**src/rtl/at5351_top_if.sv**
```systemverilog
// SPI bus shared between the AT5351 front end and the UFM flash.
//   spi_clk  : serial clock from the master (idle low)
//   spi_mosi : master-to-slave data, LSB first
//   spi_cs   : slave select, active-low
//   spi_miso : slave-to-master data
//   ufm_sn   : UFM flash select, active-low; low means the UFM owns the bus
interface at5351_top_if;
    logic spi_clk;
    logic spi_mosi;
    logic spi_cs;
    logic spi_miso;
    logic ufm_sn;

    modport master (output spi_clk, spi_mosi, spi_cs, ufm_sn, input spi_miso);
    modport slave  (input spi_clk, spi_mosi, spi_cs, ufm_sn, output spi_miso);
endinterface

```
**src/rtl/at5351_top.sv**
```systemverilog
// AT5351 capacitance front end.
// The block distributes and divides the 12 MHz clock and generates the
// measurement gate. It counts edges on the P and M comparator channels,
// debounces the reference-oscillator comparator and holds the AVK channel-1
// SR state. An SPI slave returns the latched 24-bit result for the selected
// channel.
// Ports:
//   clk, rst                 : system clock, synchronous active-high reset
//   clk_12mhz / clk_div_6    : buffered clock, clk/DIV at 50% duty
//   clk_5ms / clk_not_5ms    : measurement gate and its inverse
//   comparator -> antibounce : debounced comparator; reference = ~antibounce
//   pos/neg_comparator       : channel P/M pulse inputs
//   pos/neg_comparator1      : AVK set/clear pulses -> ref_avk
//   counter                  : live P accumulator
//   count                    : latched result of the channel chosen by cnt_choise
//   spi                      : SPI slave bus (slave modport)
module at5351_top #(
    parameter int DIV         = 6,
    parameter int GATE_CYCLES = 60000,
    parameter int DEB_CYCLES  = 4,
    parameter int CNT_W       = 24
) (
    input  logic             clk,
    input  logic             rst,
    output logic             clk_12mhz,
    output logic             clk_div_6,
    output logic             clk_5ms,
    output logic             clk_not_5ms,
    input  logic             comparator,
    output logic             antibounce,
    output logic             reference,
    input  logic             pos_comparator,
    input  logic             neg_comparator,
    input  logic             pos_comparator1,
    input  logic             neg_comparator1,
    output logic             ref_avk,
    output logic [CNT_W-1:0] counter,
    output logic [CNT_W-1:0] count,
    output logic             cnt_choise,
    at5351_top_if.slave      spi
);
    localparam int DIV_HALF = DIV / 2;
    localparam int DIV_W    = $clog2(DIV_HALF + 1);
    localparam int GATE_W   = $clog2(GATE_CYCLES + 1);
    localparam int DEB_W    = $clog2(DEB_CYCLES + 1);

    // Synchroniser bit positions
    localparam int I_P = 0, I_N = 1, I_P1 = 2, I_N1 = 3, I_SCK = 4, I_CS = 5;
    localparam int I_CMP = 6, I_MOSI = 7, I_UFM = 8;

    assign clk_12mhz   = clk;
    assign clk_not_5ms = ~clk_5ms;
    assign reference   = ~antibounce;

    // ---------------- clock divider ----------------
    logic [DIV_W-1:0] div_cnt;
    always_ff @(posedge clk) begin
        if (rst) begin
            div_cnt   <= '0;
            clk_div_6 <= 1'b0;
        end else if (div_cnt == DIV_W'(DIV_HALF - 1)) begin
            div_cnt   <= '0;
            clk_div_6 <= ~clk_div_6;
        end else begin
            div_cnt <= div_cnt + 1'b1;
        end
    end

    // ---------------- measurement gate ----------------
    logic [GATE_W-1:0] gate_cnt;
    logic              gate_wrap, gate_fall;
    assign gate_wrap = (gate_cnt == GATE_W'(GATE_CYCLES - 1));
    assign gate_fall = gate_wrap & clk_5ms;

    always_ff @(posedge clk) begin
        if (rst) begin
            gate_cnt <= '0;
            clk_5ms  <= 1'b0;
        end else if (gate_wrap) begin
            gate_cnt <= '0;
            clk_5ms  <= ~clk_5ms;
        end else begin
            gate_cnt <= gate_cnt + 1'b1;
        end
    end

    // ---------------- input synchronisers ----------------
    logic [8:0] async_in, sync1, s;
    logic [5:0] prev;   // delayed copy of the edge-detected inputs
    assign async_in = {spi.ufm_sn, spi.spi_mosi, comparator, spi.spi_cs, spi.spi_clk,
                       neg_comparator1, pos_comparator1, neg_comparator, pos_comparator};

    always_ff @(posedge clk) begin
        if (rst) begin
            sync1 <= '0;
            s     <= '0;
            prev  <= '0;
        end else begin
            sync1 <= async_in;
            s     <= sync1;
            prev  <= s[5:0];
        end
    end

    logic p_rise, n_rise, p1_rise, n1_rise, sck_fall, cs_fall, cs_rise;
    assign p_rise   = s[I_P]   & ~prev[I_P];
    assign n_rise   = s[I_N]   & ~prev[I_N];
    assign p1_rise  = s[I_P1]  & ~prev[I_P1];
    assign n1_rise  = s[I_N1]  & ~prev[I_N1];
    assign sck_fall = ~s[I_SCK] & prev[I_SCK];
    assign cs_fall  = ~s[I_CS]  & prev[I_CS];
    assign cs_rise  = s[I_CS]  & ~prev[I_CS];

    // ---------------- channel P/M accumulators ----------------
    logic [CNT_W-1:0] acc_p, acc_m, count_p, count_m;
    assign counter = acc_p;
    assign count   = cnt_choise ? count_p : count_m;

    always_ff @(posedge clk) begin
        if (rst) begin
            acc_p   <= '0;
            acc_m   <= '0;
            count_p <= '0;
            count_m <= '0;
        end else if (gate_fall) begin
            // latch and clear together; an edge landing here is dropped
            count_p <= acc_p;
            count_m <= acc_m;
            acc_p   <= '0;
            acc_m   <= '0;
        end else if (clk_5ms) begin
            if (p_rise && acc_p != '1) acc_p <= acc_p + 1'b1;
            if (n_rise && acc_m != '1) acc_m <= acc_m + 1'b1;
        end
    end

    // ---------------- comparator debounce ----------------
    logic [DEB_W-1:0] deb_cnt;
    always_ff @(posedge clk) begin
        if (rst) begin
            antibounce <= 1'b0;
            deb_cnt    <= '0;
        end else if (s[I_CMP] == antibounce) begin
            deb_cnt <= '0;
        end else if (deb_cnt == DEB_W'(DEB_CYCLES - 1)) begin
            antibounce <= s[I_CMP];
            deb_cnt    <= '0;
        end else begin
            deb_cnt <= deb_cnt + 1'b1;
        end
    end

    // ---------------- AVK channel 1 SR (clear dominates) ----------------
    always_ff @(posedge clk) begin
        if (rst)          ref_avk <= 1'b0;
        else if (n1_rise) ref_avk <= 1'b0;
        else if (p1_rise) ref_avk <= 1'b1;
    end

    // ---------------- SPI slave ----------------
    // snap shifts right on every clock fall, so its LSB is always the bit on
    // the wire and bits past CNT_W come out as zero.
    logic             xfer;
    logic [3:0]       bit_cnt;
    logic [CNT_W-1:0] snap;
    logic [6:0]       cmd;        // last seven MOSI bits
    logic [7:0]       cmd_next;
    assign cmd_next     = {s[I_MOSI], cmd};
    assign spi.spi_miso = xfer & s[I_UFM] & ~s[I_CS] & snap[0];

    always_ff @(posedge clk) begin
        if (rst) begin
            xfer       <= 1'b0;
            bit_cnt    <= '0;
            snap       <= '0;
            cmd        <= '0;
            cnt_choise <= 1'b0;
        end else if (!s[I_UFM] || cs_rise) begin
            xfer <= 1'b0;
        end else if (cs_fall) begin
            xfer    <= 1'b1;
            bit_cnt <= '0;
            snap    <= count;
        end else if (xfer && sck_fall) begin
            cmd  <= cmd_next[7:1];
            snap <= snap >> 1;
            if (bit_cnt != '1) bit_cnt <= bit_cnt + 1'b1;
            // eighth bit completes the command byte
            if (bit_cnt == 4'd7 && cmd_next[7:4] == 4'hF) cnt_choise <= cmd_next[0];
        end
    end
endmodule

```
**src/flat_wrapper.sv**
```systemverilog
// flat-port wrapper written by rule: the top's interface ports become plain ports
module at5351_top_flat 
#(
    parameter int DIV         = 6,
    parameter int GATE_CYCLES = 60000,
    parameter int DEB_CYCLES  = 4,
    parameter int CNT_W       = 24
)
  (clk, rst, clk_12mhz, clk_div_6, clk_5ms, clk_not_5ms, comparator, antibounce, reference, pos_comparator, neg_comparator, pos_comparator1, neg_comparator1, ref_avk, counter, count, cnt_choise, spi_spi_clk, spi_spi_mosi, spi_spi_cs, spi_ufm_sn, spi_spi_miso);
  at5351_top_if spi_i ();
  input  logic clk;
  input  logic rst;
  output logic clk_12mhz;
  output logic clk_div_6;
  output logic clk_5ms;
  output logic clk_not_5ms;
  input  logic comparator;
  output logic antibounce;
  output logic reference;
  input  logic pos_comparator;
  input  logic neg_comparator;
  input  logic pos_comparator1;
  input  logic neg_comparator1;
  output logic ref_avk;
  output logic [CNT_W-1:0] counter;
  output logic [CNT_W-1:0] count;
  output logic cnt_choise;
  input wire logic [$bits(spi_i.spi_clk)-1:0] spi_spi_clk;
  input wire logic [$bits(spi_i.spi_mosi)-1:0] spi_spi_mosi;
  input wire logic [$bits(spi_i.spi_cs)-1:0] spi_spi_cs;
  input wire logic [$bits(spi_i.ufm_sn)-1:0] spi_ufm_sn;
  output wire logic [$bits(spi_i.spi_miso)-1:0] spi_spi_miso;
  assign spi_i.spi_clk = spi_spi_clk;
  assign spi_i.spi_mosi = spi_spi_mosi;
  assign spi_i.spi_cs = spi_spi_cs;
  assign spi_i.ufm_sn = spi_ufm_sn;
  assign spi_spi_miso = spi_i.spi_miso;
  at5351_top #(.DIV(DIV), .GATE_CYCLES(GATE_CYCLES), .DEB_CYCLES(DEB_CYCLES), .CNT_W(CNT_W)) u_core (.clk(clk), .rst(rst), .clk_12mhz(clk_12mhz), .clk_div_6(clk_div_6), .clk_5ms(clk_5ms), .clk_not_5ms(clk_not_5ms), .comparator(comparator), .antibounce(antibounce), .reference(reference), .pos_comparator(pos_comparator), .neg_comparator(neg_comparator), .pos_comparator1(pos_comparator1), .neg_comparator1(neg_comparator1), .ref_avk(ref_avk), .counter(counter), .count(count), .cnt_choise(cnt_choise), .spi(spi_i));
endmodule
```
**config.mk**
```make
export PLATFORM = sky130hd
export DESIGN_NAME = at5351_top_flat
export DESIGN_NICKNAME = d
export VERILOG_FILES = /design/src/rtl/at5351_top_if.sv /design/src/rtl/at5351_top.sv /design/src/flat_wrapper.sv
export SDC_FILE = /design/constraint.sdc
export NUM_CORES = 1
export LEC_CHECK = 0
export CAP_MARGIN = 25
export CORE_MARGIN = 2
export CORE_UTILIZATION = 41
export DETAILED_ROUTE_END_ITERATION = 16
export GPL_ROUTABILITY_DRIVEN = 0
export GPL_TIMING_DRIVEN = 0
export PLACE_DENSITY_LB_ADDON = 0.25
export SYNTH_ARGS = -nofsm -noshare
export SYNTH_HDL_FRONTEND = slang
export SYNTH_SLANG_ARGS = --single-unit
```
**constraint.sdc**
```tcl
create_clock -name clk -period 2.05 [get_ports clk]
set_input_delay 0.205 -clock clk [delete_from_list [all_inputs] [get_ports clk]]
set_output_delay 0.205 -clock clk [all_outputs]
set_load 0.01 [all_outputs]
```
# --- Yosys cells after proc, flatten, opt, wreduce, memory -nomap -nowiden ---
# Index checks and enable logic that the tools add are counted.
word_totals:
  regBits: 182
  input_bits: 11
  wordCells: 85
classes:
  addsub: 6
  eq_ne: 9
  muxes: 6
  bitwise: 24
  reduce_logical: 21
op_table:
  columns: ["op", "n"]
  rows:
  - ["24-bit two-way mux", 3]
  - ["24-bit by 1-bit adder with 24-bit output, second input constant", 2]
  - ["24-bit != test, second input constant", 2]
  - ["16-bit by 1-bit adder with 16-bit output, second input constant", 1]
  - ["16-bit == test, second input constant", 1]
  - ["1-bit NOT", 13]
  - ["4-bit two-way mux", 3]
  - ["1-bit bitwise AND", 11]
  - ["2-bit OR reduction", 5]
  - ["2-bit AND reduction", 4]
  - ["3-bit AND reduction", 2]
  - ["4-bit by 1-bit adder with 4-bit output, second input constant", 1]
  - ["4-bit by 3-bit == test with 1-bit output, second input constant", 1]
  - ["4-bit == test, second input constant", 1]
  - ["1-bit logical AND", 4]
  - ["4-bit != test, second input constant", 1]
  - ["4-bit AND reduction", 1]
  - ["2-bit nonzero test", 2]
  - ["3-bit by 1-bit adder with 3-bit output, second input constant", 1]
  - ["3-bit by 2-bit == test with 1-bit output, second input constant", 1]
  - ["3-bit OR reduction", 1]
  - ["2-bit by 1-bit adder with 2-bit output, second input constant", 1]
  - ["2-bit == test, second input constant", 1]
  - ["1-bit == test", 1]
  - ["2 further kinds", 2]

# --- Longest topological paths before layout ---
# Gate-level depths: netlist of the first run.
logic_depth:
  depth_word: 5
  depth_mapped: 8

==> metrics.md, run 1 <==
| Metric | Value |
|---|---|
| Syn nets | `930` |
| 1st-pass router iterations | `5` |
| Min cycle time layout | `~2.0 ns` |
| Ys async rst share | `0%` |
| Die area | `19900 µm²` |
| Vias in the first global route | `between 6000 and 7000` |
| Total gr overflow | `0` |
| Antenna violations before repair | `0` |
| Synth top area share | `47.30%` |
| Filler cell count | `roughly 1800` |
| Final net count | `around 1000` |
| Post-Synthesis Cells | `roughly 910` |
| Register area | `between 3000 and 4000 µm²` |
| First-pass GRT wire length | `31280 µm` |
| Final worst-path cycle share | `97.42%` |
| Wire per inst | `15.41 µm` |
| Post-synth top area cell | `dfxtp_1` |
| Worst setup path category | `reg2out` |
| Seq pwr share | `49.3%` |
| CTS tree | `yes` |
| Register area share after synthesis | `between 40% and 50%` |
| Crit path cell chain | `buf_8 > mux2_2 > dlygate4sd2_1` |
| Top_reg_cell synth | `dfxtp_1` |
| Max-Slew Margin vs Limit | `57.12%` |
| RSZ-0062 raised after global routing | `true` |
| Starting Density | `approximately 41%` |
| WP data arrival | `1.79 ns` |
| Internal power | `~5.7 mW` |
| Crit path max fanout | `10` |
| FP Rows | `50` |
| Fmax | `about 500 MHz` |
| Crit path launch type | `flip-flop` |
| P per Cell Area | `~750 nW/µm²` |
| Cell family with the largest share of critical-path delay | `buffers and inverters` |
| Final setup TNS | `0 ns` |
| Total chip power | `7.285 mW` |
| Die Ht | `141.1 µm` |
| P_sw | `1.553 mW` |
| Netlist cell types | `52` |
| Fin. max-slew vios | `0` |
| Placed Cells | `1213` |
| Synth warn | `0` |
| Yosys reg bits | `between 150 and 200` |
| Crit Reg-Reg Startpoint | `u_core.counter[22]` |
| Max rail drop VDD | `about 0.00056 V` |
| Syn avg cell area | `8.447 µm²` |
| Synth Cell Area | `between 7000 and 8000 µm²` |
| Hold Path Class | `in2reg` |
| Antenna Cells | `0` |
| Area grow syn2layout | `25.68%` |
| Crit end category | `output port` |
| Starting DRT DRC Count | `roughly 440` |
| DR vias | `~6500` |
| Dpl hpwl | `~14000 µm` |
| Io pins | `68` |
| Post-DRT Antenna Nets | `0` |
| Pin count of the biggest net entering global routing | `17` |
| EDFF count, synth | `0` |
| Share of cells above drive strength 1 | `between 10% and 20%` |
| Via density | `roughly 5.1` |
| Multi-input logic area | `just under 4000 µm²` |
| Layout Cells excl Fill | `1264` |
| Worst-path clk slew | `around 0.060 ns` |
| WP data required | `roughly 1.9 ns` |
| Comb pwr share | `approximately 2.7%` |
| Core area | `between 15000 and 20000 µm²` |
| Worst-Margin Slew | `0.6431 ns` |
| Synth area leaders | `dfxtp_1, nand2_1, nor2_1` |
| Max_cap viols | `0` |
| Worst Setup SP | `u_core.cnt_choise` |
| Final hold slack | `between 0.2 and 0.25 ns` |
| I/O Buffers | `67` |
| Setup Skew | `around 0.0068 ns` |
| Clock network fraction of total power | `between 40% and 50%` |
| Total track usage | `about a fifth` |
| Hold-fix buffers, CTS | `0` |
| # DRC | `0` |
| Total routed wirelength | `just under 20000 µm` |
| Final setup viols | `0` |
| CP peak stage delay | `approximately 0.40 ns` |
| Run status | `finished clean` |
| Worst-Skew Late Latency | `roughly 0.54 ns` |
| Sw Ratio | `a little over a fifth` |
| WP buf/inv | `2` |
| Max stage delay cell, worst path | `mux2_2` |
| Leakage | `roughly 3.6 nW` |
| Fin. Hold Viols | `0` |
| HP Start | `pos_comparator` |
| Chip width | `approximately 140 µm` |
[layout by cell type (no fill, tap or decap), types with 21 or more instances in the layout]
cell type / instances
xnor2_1: 36
clkdlybuf4s50_1: 41
mux2_2: 24
nand2_1: 158
a21oi_1: 87
nor2_1: 120
dfxtp_1: 167
or3_1: 35
nand3_1: 22
clkbuf_1: 21
nor2b_1: 25
dlygate4sd2_1: 25
clkbuf_16: 23
[cells in the mapped netlist, types with 3 or more instances]
library cell,count
nand2b_1,4
and4_1,7
nor2_1,123
nor2b_1,25
inv_1,15
nand3_1,23
a21oi_1,90
mux2_2,24
or4_1,5
xnor2_1,36
clkbuf_1,32
xor2_1,14
a211oi_1,4
o211ai_1,3
mux2i_1,13
dfxtp_1,182
nand2_1,158
or3_1,35
nor3_1,9
buf_6,3
buf_2,10
o2111ai_1,4
nor4_1,10
ha_1,7
a2111oi_0,3
o21ai_0,8
and3_1,9
buf_4,5
nand4_1,20
[area by class of cell]
class / count / area share, %
Multi-Input combinational cell: 664 / 40.07
Sequential cell: 182 / 37.85
Clock buffer: 27 / 5.906
Tap cell: 234 / 3.024
Inverter: 15 / 0.5815
Buffer: 48 / 3.102
Clock inverter: 9 / 0.7754
Timing Repair Buffer: 85 / 8.684
[cells by family after synthesis]
logic type | synth area share, %
xor+xnor | 5.685
buf+inv | 3.914
compound gates | 9.144
simple gates | 27.63
mux | 5.197
flops | 47.30
fa+ha+maj | 1.137
[stage by stage]
stage,worst slack [ns],area [µm²],utilization [%]
6_report,0.05285,9682,52.11
5_1_grt,-0.01318,9682,52.11
4_1_cts,0.0003997,9468,50.96
3_5_place_dp,-0.3793,8667,46.65
3_3_place_gp,-0.3581,8667,46.65
2_1_floorplan,0.1036,7704,-
[state kept, by name (all words and copies together) (netlist names), 2 cells and up]
register         cells
u_core.prev          6
u_core.acc_m        24
u_core.sync1         9
u_core.div_cnt       2
u_core.count_m      24
u_core.counter      24
u_core.deb_cnt       3
u_core.snap         24
u_core.bit_cnt       4
u_core.count_p      24
u_core.cmd           7
u_core.gate_cnt     16
u_core.s             9
[worst paths after layout]
path	to	slack, ns	cells after the start
worst max-delay path	count[8]	0.05	3
worst max register to register	u_core.counter[8]	0.08	6
worst min-delay path	u_core.sync1[0]	0.21	2
worst min register to register	u_core.div_cnt[0]	0.42	1
[power groups by stage]
| stage | combinational, mW | sequential (mW) | clock [mW] |
|---|---|---|---|
| 3_3_place_gp | 0.192 | 3.67 | 0.0766 |
| 6_report | 0.198 | 3.59 | 3.50 |
| 3_5_place_dp | 0.194 | 3.67 | 0.0766 |
| 5_1_grt | 0.222 | 3.59 | 3.72 |
| 2_1_floorplan | 0.118 | 3.67 | 0.0402 |
| 4_1_cts | 0.196 | 3.59 | 3.56 |
[metal layers]
| metal | global-route usage, % | share of wire [%] |
|---|---|---|
| met2 | 33.01 | 48 |
| met4 | 6.474 | 1.9 |
| met3 | 4.755 | 4.0 |
| met1 | 25.75 | 46 |
| met5 | 0 | 0 |
[worst register-to-register path: stages (launching register included)]
cell      delay, ns
dfxtp_1        0.47
nand2_1        0.19
or4_4          0.64
o211ai_4       0.24
buf_12         0.14
xor2_1         0.14
nor2_1         0.05
[timing repair]
action / CTS / global route
endpoints found under the setup margin: 135 / 111
pin swaps: 3 / 8
setup buffers: 8 / 8
cloned: 0 / 3
gates resized for setup: 59 / 44
Note: power is estimated with default switching activity, not from simulation.
==> inputs of run 2 (changes only) <==
--- a/config.mk
+++ b/config.mk
@@ -13,3 +13,4 @@
 export GPL_TIMING_DRIVEN = 0
-export PLACE_DENSITY_LB_ADDON = 0.25
+export HOLD_SLACK_MARGIN = 0.02
+export PLACE_DENSITY = 0.69
 export SYNTH_ARGS = -nofsm -noshare
--- a/constraint.sdc
+++ b/constraint.sdc
@@ -3,2 +3,2 @@
 set_output_delay 0.205 -clock clk [all_outputs]
-set_load 0.01 [all_outputs]
+set_load 0.005 [all_outputs]
==> run 2 against run 1 <==
Net effect: clock power grew 5%; sequential cell count unchanged; clock-buffer cell count is 2 lower; power rose by 2.6%; global-route usage decreased by 0.70 points; non-clock buffer count is 6 higher.
==> metrics.md, run 2 (synthesized netlist as in run 1, its figures left out) <==
| Metric | Value |
|---|---|
| Run status | `finished clean` |
| Io pins | `68 (unchanged)` |
| Area grow syn2layout | `27.12%` |
| FP Rows | `50 (unchanged)` |
| First-pass GRT wire length | `30540 µm (-2.4%)` |
| Filler cell count | `1681 (-4.4%)` |
| Setup Skew | `0.007301 ns (+0.0004635 ns)` |
| Chip width | `141.1 µm (unchanged)` |
| Max stage delay cell, worst path | `clkdlybuf4s50_1` |
| Final net count | `1041 (+0.58%)` |
| WP data required | `1.85 ns (about the same)` |
| Placed Cells | `1213 (unchanged)` |
| Worst-Skew Late Latency | `0.54 ns (about the same)` |
| WP buf/inv | `2 (unchanged)` |
| Total track usage | `19.25% (-0.70 points)` |
| Fmax | `499.8 MHz (-0.18%)` |
| Layout Cells excl Fill | `1269 (+0.40%)` |
| CP peak stage delay | `0.45 ns (+0.05 ns)` |
| # DRC | `0 (unchanged)` |
| Post-DRT Antenna Nets | `0 (unchanged)` |
| Total gr overflow | `0 (unchanged)` |
| Crit path cell chain | `buf_6 > mux2_4 > clkdlybuf4s50_1` |
| Vias in the first global route | `6094 (+1.5%)` |
| Fin. max-slew vios | `0 (unchanged)` |
| DR vias | `6725 (+3.8%)` |
| Worst-Margin Slew | `0.7016 ns (+0.05848 ns)` |
| Leakage | `3.633 nW (+2.2%)` |
| Antenna Cells | `0 (unchanged)` |
| Crit end category | `output port` |
| WP data arrival | `1.80 ns (about the same)` |
| Crit path max fanout | `4 (-6)` |
| Most frequent cells in the layout | `dfxtp_1, nand2_1, nor2_1` |
| Wire per inst | `15.11 µm (-2.0%)` |
| Die area | `19900 µm² (unchanged)` |
| Core area | `18580 µm² (unchanged)` |
| Final setup TNS | `0 ns (unchanged)` |
| Die Ht | `141.1 µm (unchanged)` |
| I/O Buffers | `67 (unchanged)` |
| Dpl hpwl | `13720 µm (-0.32%)` |
| CTS tree | `yes` |
| Starting DRT DRC Count | `351 (-19%)` |
| Share of cells above drive strength 1 | `13.72% (-0.16 points)` |
| Pin count of the biggest net entering global routing | `17 (unchanged)` |
| RSZ-0062 raised after global routing | `true` |
| Max rail drop VDD | `0.0007304 V (+31%)` |
| Hold Path Class | `in2reg` |
| Starting Density | `41.46% (unchanged)` |
| P per Cell Area | `763.1 nW/µm² (+1.4%)` |
| Total routed wirelength | `19170 µm (-1.6%)` |
| Worst setup path category | `reg2out` |
| Final setup viols | `0 (unchanged)` |
| Min cycle time layout | `2.001 ns (+0.003538 ns)` |
| Worst-path clk slew | `0.07 ns (about the same)` |
| Max_cap viols | `0 (unchanged)` |
| Fin. Hold Viols | `0 (unchanged)` |
| Via density | `5.299 (+3.4%)` |
| 1st-pass router iterations | `5 (unchanged)` |
| Antenna violations before repair | `0 (unchanged)` |
| Final worst-path cycle share | `97.59% (+0.17 points)` |
| Commonest non-fill, non-tap cell in the layout | `dfxtp_1` |
| Crit path launch type | `flip-flop` |
| Cell family with the largest share of critical-path delay | `buffers and inverters` |
| Max-Slew Margin vs Limit | `53.05% (-4.1 points)` |
run 2: changes by cell type in the layout (fill, tap and decap cells not counted), moves of 3 or more:
cell            change
mux2_2             -16
clkinv_2            -6
clkbuf_2            +3
clkbuf_16           -3
buf_6               +3
buf_4               +6
dlymetal6s2s_1      +5
dlygate4sd2_1       -9
buf_2               -3
mux2_4             +16
run 2: stage by stage:
step / area (µm²) / total power [mW] / worst slack, ns / utilization [%] / hold WS [ns]
2_1_floorplan: 7704 / 3.818 / 0.1391 / - / 0.2858
3_3_place_gp: 8667 / 3.929 / -0.3327 / 46.65 / 0.4082
3_5_place_dp: 8667 / 3.932 / -0.3198 / 46.65 / 0.4213
4_1_cts: 9597 / 7.539 / -0.09058 / 51.65 / 0.2033
5_1_grt: 9793 / 7.705 / -0.01917 / 52.71 / 0.2246
6_report: 9793 / 7.473 / 0.04931 / 52.71 / 0.2197
run 2: layout make-up:
type	instances	area, µm²	area share, %
clock inverter	10	146.4	1.495
inverter	15	56.30	0.5749
tap	234	292.8	2.990
multi-input combinational	664	3935	40.18
clock buffer	25	544.3	5.558
timing repair buffer	90	843.3	8.611
sequential	182	3662	37.40
buffer	49	312.8	3.194
run 2: metal layers:
metal,global-route usage [%],wire [µm]
met1,23.86,8335
met4,10.32,776
met3,3.363,831
met5,0,0
met2,31.96,9228
run 2: worst paths after layout:
path	start	end	slack (ns)	depth (start not counted)
setup / recovery	u_core.cnt_choise	count[0]	0.05	3
hold / removal	pos_comparator1	u_core.sync1[2]	0.22	2
setup reg to reg	u_core.counter[0]	u_core.counter[8]	0.06	7
hold reg to reg	u_core.div_cnt[0]	u_core.div_cnt[0]	0.42	1
run 2: where the power goes:
| group | switching (mW) | internal [mW] |
|---|---|---|
| combinational | 0.116 | 0.0804 |
| sequential | 0.0201 | 3.57 |
| clock | 1.41 | 2.27 |
| total | 1.55 | 5.93 |
run 2: repair_timing:
item	CTS	global route
buffers inserted	11	13
hold buffers	0	0
setup endpoints to repair	134	120
resized for setup	68	47
pin swaps	3	6
==> inputs of run 3 (changes only) <==
Settings changed: CTS_CLUSTER_SIZE set to 10.
==> results of run 3 <==
Final layout, timing and power as in run 2 (identical DEF).
